**src/rtl/countdown_timer_pkg.sv**
```systemverilog
// Shared constants for the countdown timer and the game control FSM:
// state encodings, BCD digit limits and the load clamping helper.
package countdown_timer_pkg;

    localparam logic [1:0] ST_IDLE  = 2'd0;
    localparam logic [1:0] ST_RUN   = 2'd1;
    localparam logic [1:0] ST_PAUSE = 2'd2;
    localparam logic [1:0] ST_DONE  = 2'd3;

    localparam logic [3:0] SEC_TENS_MAX = 4'd5;
    localparam logic [3:0] DIGIT_MAX    = 4'd9;

    function automatic logic [3:0] clamp_digit(input logic [3:0] d, input logic [3:0] mx);
        logic [3:0] r;
        if (d > mx) begin
            r = mx;
        end else begin
            r = d;
        end
        return r;
    endfunction

endpackage

```
**src/rtl/countdown_timer_bcd_digit_down.sv**
```systemverilog
// One BCD digit of a down-counting borrow chain: wraps to max_val on a
// decrement from zero and flags the borrow to the next, more significant digit.
module bcd_digit_down (
    input  logic       clock,
    input  logic       resetn,
    input  logic       load,
    input  logic [3:0] load_val,
    input  logic       dec,
    input  logic [3:0] max_val,
    output logic [3:0] digit,
    output logic       borrow
);

    logic [3:0] r_digit;

    // Digit register: load wins over decrement
    always_ff @(posedge clock or negedge resetn) begin
        if (!resetn) begin
            r_digit <= 4'd0;
        end else if (load) begin
            r_digit <= load_val;
        end else if (dec) begin
            if (r_digit == 4'd0) begin
                r_digit <= max_val;
            end else begin
                r_digit <= r_digit - 4'd1;
            end
        end else begin
            r_digit <= r_digit;
        end
    end

    assign digit  = r_digit;
    assign borrow = dec & (r_digit == 4'd0);

endmodule

```
**src/rtl/countdown_timer.sv**
```systemverilog
// MM:SS BCD countdown timer with load/start/stop control, fed by a 1 Hz tick
// pulse; reports digits for display and signals expiry to game control.
module countdown_timer
    import countdown_timer_pkg::*;
#(
    parameter logic [3:0] MIN_TENS_MAX = 4'd9
) (
    input  logic       clock,
    input  logic       resetn,
    input  logic       tick,
    input  logic       load,
    input  logic [7:0] load_min,
    input  logic [7:0] load_sec,
    input  logic       start,
    input  logic       stop,
    output logic [7:0] min_bcd,
    output logic [7:0] sec_bcd,
    output logic       running,
    output logic       expired,
    output logic       expire_pulse
);

    logic [1:0] r_state;
    logic       r_running;
    logic       r_expired;
    logic       r_expire_pulse;

    logic [1:0] w_state_nx;
    logic       w_dec;
    logic       w_count_zero;
    logic       w_count_one;
    logic [3:0] w_sec_ones;
    logic [3:0] w_sec_tens;
    logic [3:0] w_min_ones;
    logic [3:0] w_min_tens;
    logic       w_borrow_so;
    logic       w_borrow_st;
    logic       w_borrow_mo;
    logic       w_unused_borrow_mt;

    assign w_count_zero = ({w_min_tens, w_min_ones, w_sec_tens, w_sec_ones} == 16'h0000);
    assign w_count_one  = ({w_min_tens, w_min_ones, w_sec_tens, w_sec_ones} == 16'h0001);

    // Next state and decrement enable; load > stop > start > tick
    always_comb begin
        w_state_nx = r_state;
        w_dec      = 1'b0;
        if (load) begin
            w_state_nx = ST_IDLE;
        end else begin
            case (r_state)
                ST_IDLE: begin
                    if (start && !w_count_zero) begin
                        w_state_nx = ST_RUN;
                    end else begin
                        w_state_nx = ST_IDLE;
                    end
                end
                ST_RUN: begin
                    if (stop) begin
                        w_state_nx = ST_PAUSE;
                    end else if (tick) begin
                        w_dec = 1'b1;
                        if (w_count_one) begin
                            w_state_nx = ST_DONE;
                        end else begin
                            w_state_nx = ST_RUN;
                        end
                    end else begin
                        w_state_nx = ST_RUN;
                    end
                end
                ST_PAUSE: begin
                    if (stop) begin
                        w_state_nx = ST_PAUSE;
                    end else if (start) begin
                        w_state_nx = ST_RUN;
                    end else begin
                        w_state_nx = ST_PAUSE;
                    end
                end
                ST_DONE: begin
                    w_state_nx = ST_DONE;
                end
                default: begin
                    w_state_nx = ST_IDLE;
                end
            endcase
        end
    end

    // State and status outputs, registered from the next state
    always_ff @(posedge clock or negedge resetn) begin
        if (!resetn) begin
            r_state        <= ST_IDLE;
            r_running      <= 1'b0;
            r_expired      <= 1'b0;
            r_expire_pulse <= 1'b0;
        end else begin
            r_state        <= w_state_nx;
            r_running      <= (w_state_nx == ST_RUN);
            r_expired      <= (w_state_nx == ST_DONE);
            r_expire_pulse <= (w_state_nx == ST_DONE) && (r_state != ST_DONE);
        end
    end

    bcd_digit_down u_sec_ones (
        .clock    (clock),
        .resetn   (resetn),
        .load     (load),
        .load_val (clamp_digit(load_sec[3:0], DIGIT_MAX)),
        .dec      (w_dec),
        .max_val  (DIGIT_MAX),
        .digit    (w_sec_ones),
        .borrow   (w_borrow_so)
    );

    bcd_digit_down u_sec_tens (
        .clock    (clock),
        .resetn   (resetn),
        .load     (load),
        .load_val (clamp_digit(load_sec[7:4], SEC_TENS_MAX)),
        .dec      (w_borrow_so),
        .max_val  (SEC_TENS_MAX),
        .digit    (w_sec_tens),
        .borrow   (w_borrow_st)
    );

    bcd_digit_down u_min_ones (
        .clock    (clock),
        .resetn   (resetn),
        .load     (load),
        .load_val (clamp_digit(load_min[3:0], DIGIT_MAX)),
        .dec      (w_borrow_st),
        .max_val  (DIGIT_MAX),
        .digit    (w_min_ones),
        .borrow   (w_borrow_mo)
    );

    // The top borrow can only fire from 00:00, which never decrements
    bcd_digit_down u_min_tens (
        .clock    (clock),
        .resetn   (resetn),
        .load     (load),
        .load_val (clamp_digit(load_min[7:4], MIN_TENS_MAX)),
        .dec      (w_borrow_mo),
        .max_val  (MIN_TENS_MAX),
        .digit    (w_min_tens),
        .borrow   (w_unused_borrow_mt)
    );

    assign min_bcd      = {w_min_tens, w_min_ones};
    assign sec_bcd      = {w_sec_tens, w_sec_ones};
    assign running      = r_running;
    assign expired      = r_expired;
    assign expire_pulse = r_expire_pulse;

endmodule
```
**config.mk**
```make
export PLATFORM = sky130hd
export DESIGN_NAME = countdown_timer
export DESIGN_NICKNAME = d
export VERILOG_FILES = /design/src/rtl/countdown_timer_pkg.sv /design/src/rtl/countdown_timer_bcd_digit_down.sv /design/src/rtl/countdown_timer.sv
export SDC_FILE = /design/constraint.sdc
export NUM_CORES = 1
export LEC_CHECK = 0
export CORE_MARGIN = 5
export CORE_UTILIZATION = 41
export CTS_BUF_LIST = sky130_fd_sc_hd__clkbuf_8 sky130_fd_sc_hd__clkbuf_16
export DETAILED_ROUTE_END_ITERATION = 10
export GPL_ROUTABILITY_DRIVEN = 0
export PLACE_DENSITY = 0.72
export SYNTH_ARGS = -nofsm -noshare
export SYNTH_HDL_FRONTEND = slang
export SYNTH_SLANG_ARGS = --single-unit
export TNS_END_PERCENT = 50
```
**constraint.sdc**
```tcl
create_clock -name clock -period 3.7 [get_ports clock]
set_input_delay 0.555 -clock clock [delete_from_list [all_inputs] [get_ports clock]]
set_output_delay 0.555 -clock clock [all_outputs]
set_load 0.03 [all_outputs]
```
# Word-level counts from Yosys, hierarchy flattened

Index checks and enable logic that the tools add are counted.

Bits in registers: 21
Bits in latches: 0
Memory bits (writable): 0
Memory bits (read-only): 0
Bits of input ports: 22
Memories kept: 0

Add/sub/neg operators: 4
$mul: 0
Divide/modulo/power cells: 0
Order comparisons: 4
Equal/unequal tests: 7
Shift-type cells: 0
Muxes and demuxes: 28
Bitwise operators: 3
Reductions and logical operators: 13

Operators with widths:

| operator              | count |
|---|---|
| $mux W4               | 16 |
| $eq A16 B1 Y1 const B | 1 |
| $logic_not A16 Y1     | 1 |
| $logic_not A4 Y1      | 4 |
| $sub A4 B1 Y4 const B | 4 |
| $gt A4 B4 Y1 const B  | 3 |
| $mux W2               | 6 |
| $pmux W2 S4           | 1 |
| $reduce_bool A2 Y1    | 4 |
| $eq A2 B2 Y1 const B  | 3 |
| $mux W1               | 5 |
| $eq A2 B1 Y1 const B  | 2 |
| $gt A4 B3 Y1 const B  | 1 |
| $and A1 B1 Y1         | 3 |
| $logic_and A1 B1 Y1   | 2 |
| $logic_not A2 Y1      | 1 |
| $ne A2 B2 Y1 const B  | 1 |
| $logic_not A1 Y1      | 1 |

# Depth between registers and ports, before layout

Gate-level depths: netlist of the first run.

Word-level depth: 9
Depth in mapped cells: 7
Depth with buffers taken out: 6

# By module

Synthesis of the first run repeated with hierarchy kept, for this count alone.

Cells, all modules: 192
Area, all modules: 1646.6 um^2

Modules (own cells, without submodules):

| module          | instances | cells an instance | area each (um^2) | sequential area each (um^2) |
|---|---|---|---|---|
| bcd_digit_down  | 4         | 35                | 310.3            | 100.1 |
| countdown_timer | 1         | 52                | 405.4            | 125.1 |

# Least setup slack after synthesis of the first run

OpenSTA, ideal clock, no wires.

Kind: register to register
Start: register u_min_ones.r_digit[3], in the netlist u_min_ones.digit[3]
End: register r_expired, in the netlist expired
Library setup time: 0.096 ns
Arrival: 1.765 ns
Data required time: 3.604 ns
Slack: 1.839 ns
Stages on the path, launching flop included: 6
Buffers on the path: 0
Cell sequence: dfrtp_1 > nor2_2 > or4b_4 > nor3_4 > a41oi_2 > a311oi_2

Longest elaborated chain between the ends: 7
Elaborated cells between the ends (all ways): 11

RTL lines:

| what                                                      | line                                         | RTL |
|---|---|---|
| start: declaration                                        | countdown_timer_bcd_digit_down.sv:14         | `logic [3:0] r_digit;` |
| start signal: assignment                                  | countdown_timer_bcd_digit_down.sv:21         | `r_digit <= load_val;` |
| start signal: assignment                                  | countdown_timer_bcd_digit_down.sv:24         | `r_digit <= max_val;` |
| start signal: assignment                                  | countdown_timer_bcd_digit_down.sv:26         | `r_digit <= r_digit - 4'd1;` |
| $eq A16 B1 Y1 / $logic_not A16 Y1 (equally long branches) | countdown_timer.sv:42, countdown_timer.sv:41 |  |
| $mux W2 / $logic_not A1 Y1 (equally long branches)        | countdown_timer.sv:64, countdown_timer.sv:53 |  |
| $mux W2 / $logic_and A1 B1 Y1 (equally long branches)     | countdown_timer.sv:62, countdown_timer.sv:53 |  |
| $mux W2 / $mux W1 (equally long branches)                 | countdown_timer.sv:60, countdown_timer.sv:53 |  |
| $pmux W2 S4 (*)                                           | countdown_timer.sv:51                        | `case (r_state)` |
| $mux W2 (*)                                               | countdown_timer.sv:48                        | `if (load) begin` |
| $eq A2 B2 Y1 (*)                                          | countdown_timer.sv:102                       | `r_expired <= (w_state_nx == ST_DONE);` |
| end signal: assignment                                    | countdown_timer.sv:102                       |  |
| end: declaration                                          | countdown_timer.sv:25                        | `logic r_expired;` |

Mark *: on every way between the ends. The rest lies on a longest branch, timed or not.
A chain may end at the register's enable or synchronous reset.

# Worst setup path after layout of the first run

Start: input port load
End: register u_sec_tens.r_digit[0], in the netlist u_sec_tens.digit[0]

Longest elaborated chain between the ends: 3
Elaborated cells between the ends (all ways): 4

RTL lines:

| what                                | line                                 | RTL |
|---|---|---|
| start: declaration                  | countdown_timer.sv:11                | `input logic load,` |
| $mux W1                             | countdown_timer.sv:48                |  |
| $and A1 B1 Y1                       | countdown_timer_bcd_digit_down.sv:34 | `assign borrow = dec & (r_digit == 4'd0);` |
| $reduce_bool A2 Y1 (no source line) | -                                    |  |
| end signal: assignment              | countdown_timer_bcd_digit_down.sv:24 |  |
| end signal: assignment              | countdown_timer_bcd_digit_down.sv:26 |  |
| end signal: assignment              | countdown_timer_bcd_digit_down.sv:29 | `r_digit <= r_digit;` |
| end: declaration                    | countdown_timer_bcd_digit_down.sv:14 |  |

Several ways; a longest one is shown, not always the timed one.

==> results of run 1 <==
[area by class of cell]
cell class                      instances  area [um^2]
Clock buffer                            3         41.3
Clock inverter                          1         3.75
Fill cell                             271         1100
Inverter                                4         15.0
Multi-Input combinational cell        100          647
Sequential cell                        21          526
Tap cell                               31         38.8
Timing Repair Buffer                   41          408
[registers in the layout, indices dropped and copies added, names as in the netlist]
signal	count
u_min_tens.digit	4
expire_pulse	1
r_state	2
u_min_ones.digit	4
u_sec_ones.digit	4
running	1
u_sec_tens.digit	4
expired	1
[metal layers]
layer	share of wire [%]	wire, um	vias up
met1	45	1300	506
met3	7.4	212	3
met2	46	1330	35
met5	0	0	-
met4	1.0	29	0
li1	-	-	539
[worst paths after layout]
check	from	cells past startpoint	slack (ns)	to
worst max-delay path	load	4	1.66	u_sec_tens.digit[0]
worst min-delay path	u_sec_tens.digit[3]	1	0.58	u_sec_tens.digit[3]
worst max register to register	u_sec_tens.digit[0]	5	1.84	expired
worst min register to register	u_sec_tens.digit[3]	1	0.58	u_sec_tens.digit[3]
max in group asynchronous	resetn	1	2.29	u_min_ones.digit[3]
min in group asynchronous	resetn	1	0.82	u_sec_ones.digit[0]
[cells in the mapped netlist (all sizes together)]
library cell / instances
nand3b: 4
nand2b: 1
a211oi: 1
o21a: 3
xor2: 3
nor3: 4
a41oi: 1
mux2i: 6
nor2: 21
and4bb: 1
and2: 2
dfrtp: 21
nor4: 5
a21boi: 1
o31a: 2
or4b: 1
buf: 2
a2111oi: 2
nand2: 12
xnor2: 5
nor2b: 2
inv: 3
nand3: 1
o21ai: 13
mux2: 1
nand4: 2
o211a: 1
a311oi: 1
a21oi: 4
clkbuf: 2
clkinv: 1
[logic make-up (layout without fill, tap and decap cells)]
family                 after synthesis  count (layout)  share of synthesized area, %
AO/OA/AOI/OAI                       29              29                          16.5
flip-flops                          21              21                          43.6
buffers and inverters                8              49                          2.70
XOR/XNOR                             8               8                          5.82
multiplexers                         7               7                          5.92
AND/OR/NAND/NOR                     56              56                          25.4
[report_power, final]
group	total, uW	internal (uW)	switching, uW
Sequential	272	247	25.5
Clock	153	74.1	78.7
Combinational	155	74.6	79.9
[per-stage QoR]
step	utilization [%]	cell area [um^2]	total power (uW)	hold WS [ns]
floorplan	-	1200	356	0.259
finish	60.4	1680	580	0.582
detailed placement	58.7	1630	433	0.556
global placement	58.7	1630	430	0.550
CTS	60.4	1680	583	0.576
global route	60.4	1680	607	0.617
==> results.toml, run 1 <==
[worst_setup_path]
crit_chain = "clkdlybuf4s50_1, clkinv_1, a2111oi_0, a21oi_1"
cp_slowest_cell = "clkdlybuf4s50_1"
critPathMaxStageDelay_ns = 0.74
cp.required_ns = 3.84
crit_path_max_fanout = 13
critPathCaptureType = "register"
cp_num_buf_inv = 2
path_class = "input pin to register"
cp_top_family = "buffers and inverters"
arrival_ns = 2.18
critPathLaunchType = "input pin"

[sta]
rsz0062_at_grt = "false"
setup_viol = 0
finalCriticalPeriod_ns = 2.04
finClkSkew_ns = 0.00318
drv_slew = 0
tns_ns = 0
max_freq_mhz = 490
hold_viol_final = 0
slew-limit-headroom_pct = 35.6
tightest_slew_ns = 0.963
setup_ws_ns = 1.66
period_share_pct = 55.1

[placement]
placed_cells = 197
io_buffers = 40
place_hpwl_um = 2250
dpl_worst_slack_ns = 1.37

[clocking]
clkTransAtPathRegs_ns = 0.08
cts_sinks = 21
post_cts_resized = 0
post-cts-setup-buffer-count = 0
clock_latency_ns = 0.26
numCtsBuffers = 3
h-tree-depth = 1
cts_tree = "done"
cts_hold_buf = 0
cts_root_buf = "clkbuf_8"
cts_buffer_depth = 2

[finish]
antenna_cells = 0
drive_gt1_share_pct = 7.65
layout_common_cells = "40 x clkdlybuf4s50_1, 21 x dfrtp_1, 20 x nor2_1"
instances_no_fill = 201
nNetsFinal = 193
syn_to_final_growth_pct = 39.4
mostFrequentLayoutCell = "clkdlybuf4s50_1"

[die]
die_y_um = 64.2
fp-row-count = 19
die_area_um2 = 4120
ios = 41
initial_core_util_pct = 43.3
core_area_um2 = 2780
die_w_um = 64.2

[power]
p_leak_uw = 0.000644
peakVddDrop_mv = 0.266
powerDensity_nw_per_um2 = 345

[routing]
vias = 1083
drt_iter0_drc = 59
viasPerCell = 5.39
drtPass1Iterations = 4
totalWireLength_um = 2860
ant_nets = 0
wire_per_inst_um = 14.2
drc = 0

[synth]
syn_area_um2 = 1200
yosysSeqAreaShare_pct = 43.6
synth_nets = 151
synth_cell_types = 34
avgSynthCellArea_um2 = 9.34
synth-seq-cells = 21
synth_top_cell_by_area = "dfrtp_1"
synth.yosys.warnings = 0
synth_top_area_share_pct = 43.6
syn_inst = 129
synth_area_leaders = "dfrtp_1 44%, nor2_1 6.2%, o21ai_0 5.4%"

[global_routing]
overflow = 0
antenna_found_initial = 0
met3_usage_pct = 4.38
busiest_layer = "met2"
grt_use_total_pct = 14.5
grt_use_met1_pct = 18.5
grt_pass1_wl_um = 4900
grt_use_met2_pct = 23.6
grt_max_degree = 22
grt_pass1_vias = 1100

[run_status]
outcome = "complete, no violations"

[worst_hold_path]
hold_path.class = "register to register"

[job]
max_cap_violations = 0
(Power assumes the default switching activity.)
==> inputs of run 2 (changes only) <==
Clock period 3.7 ns to 2 ns, I/O delays scaled along.
==> results.toml, run 2 (same netlist as run 1, synthesis figures left out) <==
[placement]
placed_cells = 202
io_buffers = 40
place_hpwl_um = 2330

[sta]
finalCriticalPeriod_ns = 1.85
hold_viol_final = 0
setup_viol = 0
period_share_pct = 92.5
tightest_slew_ns = 0.583
rsz0062_at_grt = "false"
drv_slew = 0
timing.hold.ws_ns = 0.372
finClkSkew_ns = 0.00526
max_freq_mhz = 540
slew-limit-headroom_pct = 60.1
tns_ns = 0

[global_routing]
grt_use_total_pct = 15.2
grt_max_degree = 22
grt_pass1_wl_um = 5150
overflow = 0
antenna_found_initial = 0
grt_pass1_vias = 1184

[clocking]
clkTransAtPathRegs_ns = 0.08
cts_hold_buf = 0
post_cts_resized = 0
cts_sinks = 21
cts_buffer_depth = 2
h-tree-depth = 1
cts_root_buf = "clkbuf_8"
numCtsBuffers = 3
cts_tree = "done"
post-cts-setup-buffer-count = 0
clock_latency_ns = 0.26

[worst_setup_path]
critPathLaunchType = "register"
crit_start = "u_min_ones.digit[3]"
crit_path_max_fanout = 5
ff2ff_setup_slack_ns = 0.15
crit_chain = "nor2_2, or4b_4, nor3_4, a41oi_2, a311oi_2"
cp_slowest_cell = "or4b_4"
r2r-end = "expired"
critPathMaxStageDelay_ns = 0.51
path_class = "register to register"
worstReg2RegStart = "u_min_ones.digit[3]"
arrival_ns = 2.03
critPathCaptureType = "register"
cp.required_ns = 2.18
reg2regPathDepth = 5

[power]
powerDensity_nw_per_um2 = 630
p_leak_uw = 0.000667
peakVddDrop_mv = 0.546

[run_status]
outcome = "complete, no violations"

[die]
die_area_um2 = 4120
initial_core_util_pct = 43.3
die_y_um = 64.2
die_w_um = 64.2
ios = 41
core_area_um2 = 2780
fp-row-count = 19

[routing]
vias = 1107
ant_nets = 0
drtPass1Iterations = 4
viasPerCell = 5.37
drc = 0
wire_per_inst_um = 14.3
drt_iter0_drc = 32
totalWireLength_um = 2940

[finish]
instances_no_fill = 206
antenna_cells = 0
drive_gt1_share_pct = 10.9
nNetsFinal = 198
syn_to_final_growth_pct = 42.6
mostFrequentLayoutCell = "clkdlybuf4s50_1"
utilization_pct = 61.8
layout_common_cells = "40 x clkdlybuf4s50_1, 21 x dfrtp_1, 20 x nor2_1"

[worst_hold_path]
hold_path.class = "input pin to asynchronous set/reset pin"

[job]
max_cap_violations = 0
[run 2: how the worst max path moves through the flow]
stage	to	slack (ns)
3_5_place_dp	u_sec_tens.digit[1]	0.09
3_3_place_gp	u_sec_tens.digit[1]	0.14
2_1_floorplan	expired	0.14
6_report	expired	0.15
5_1_grt	expired	0.08
4_1_cts	expired	0.14
[run 2: worst max-delay path, delay by kind of cell, from the launching register on]
family,cells,cell delay (ns)
simple gates,3,0.88
compound gates,2,0.45
flops,1,0.44
[run 2: area by class of cell]
class / count / area [um^2]
inverter: 4 / 15.0
tap: 31 / 38.8
fill: 254 / 1060
clock inverter: 1 / 5.00
timing repair buffer: 46 / 445
multi-input combinational: 100 / 647
clock buffer: 3 / 41.3
sequential: 21 / 526
[run 2: power breakdown]
| part | internal [uW] | switching, uW |
|---|---|---|
| combinational | 145 | 151 |
| sequential | 457 | 47.0 |
| clock | 139 | 144 |
[run 2: stage by stage]
stage | area (um^2) | power (uW) | worst slack, ns
floorplan | 1200 | 659 | 0.139
global placement | 1670 | 803 | 0.139
detailed placement | 1670 | 810 | 0.0858
CTS | 1720 | 1100 | 0.136
global route | 1720 | 1150 | 0.0819
finish | 1720 | 1080 | 0.149
[run 2: metal layers]
metal  wire length [um]  GRT usage (%)  part of all wire, %
met5                  0              0                    0
met4                 17           3.31                 0.58
met3                187           4.73                  6.4
met2               1450           26.6                   49
met1               1290           18.3                   44
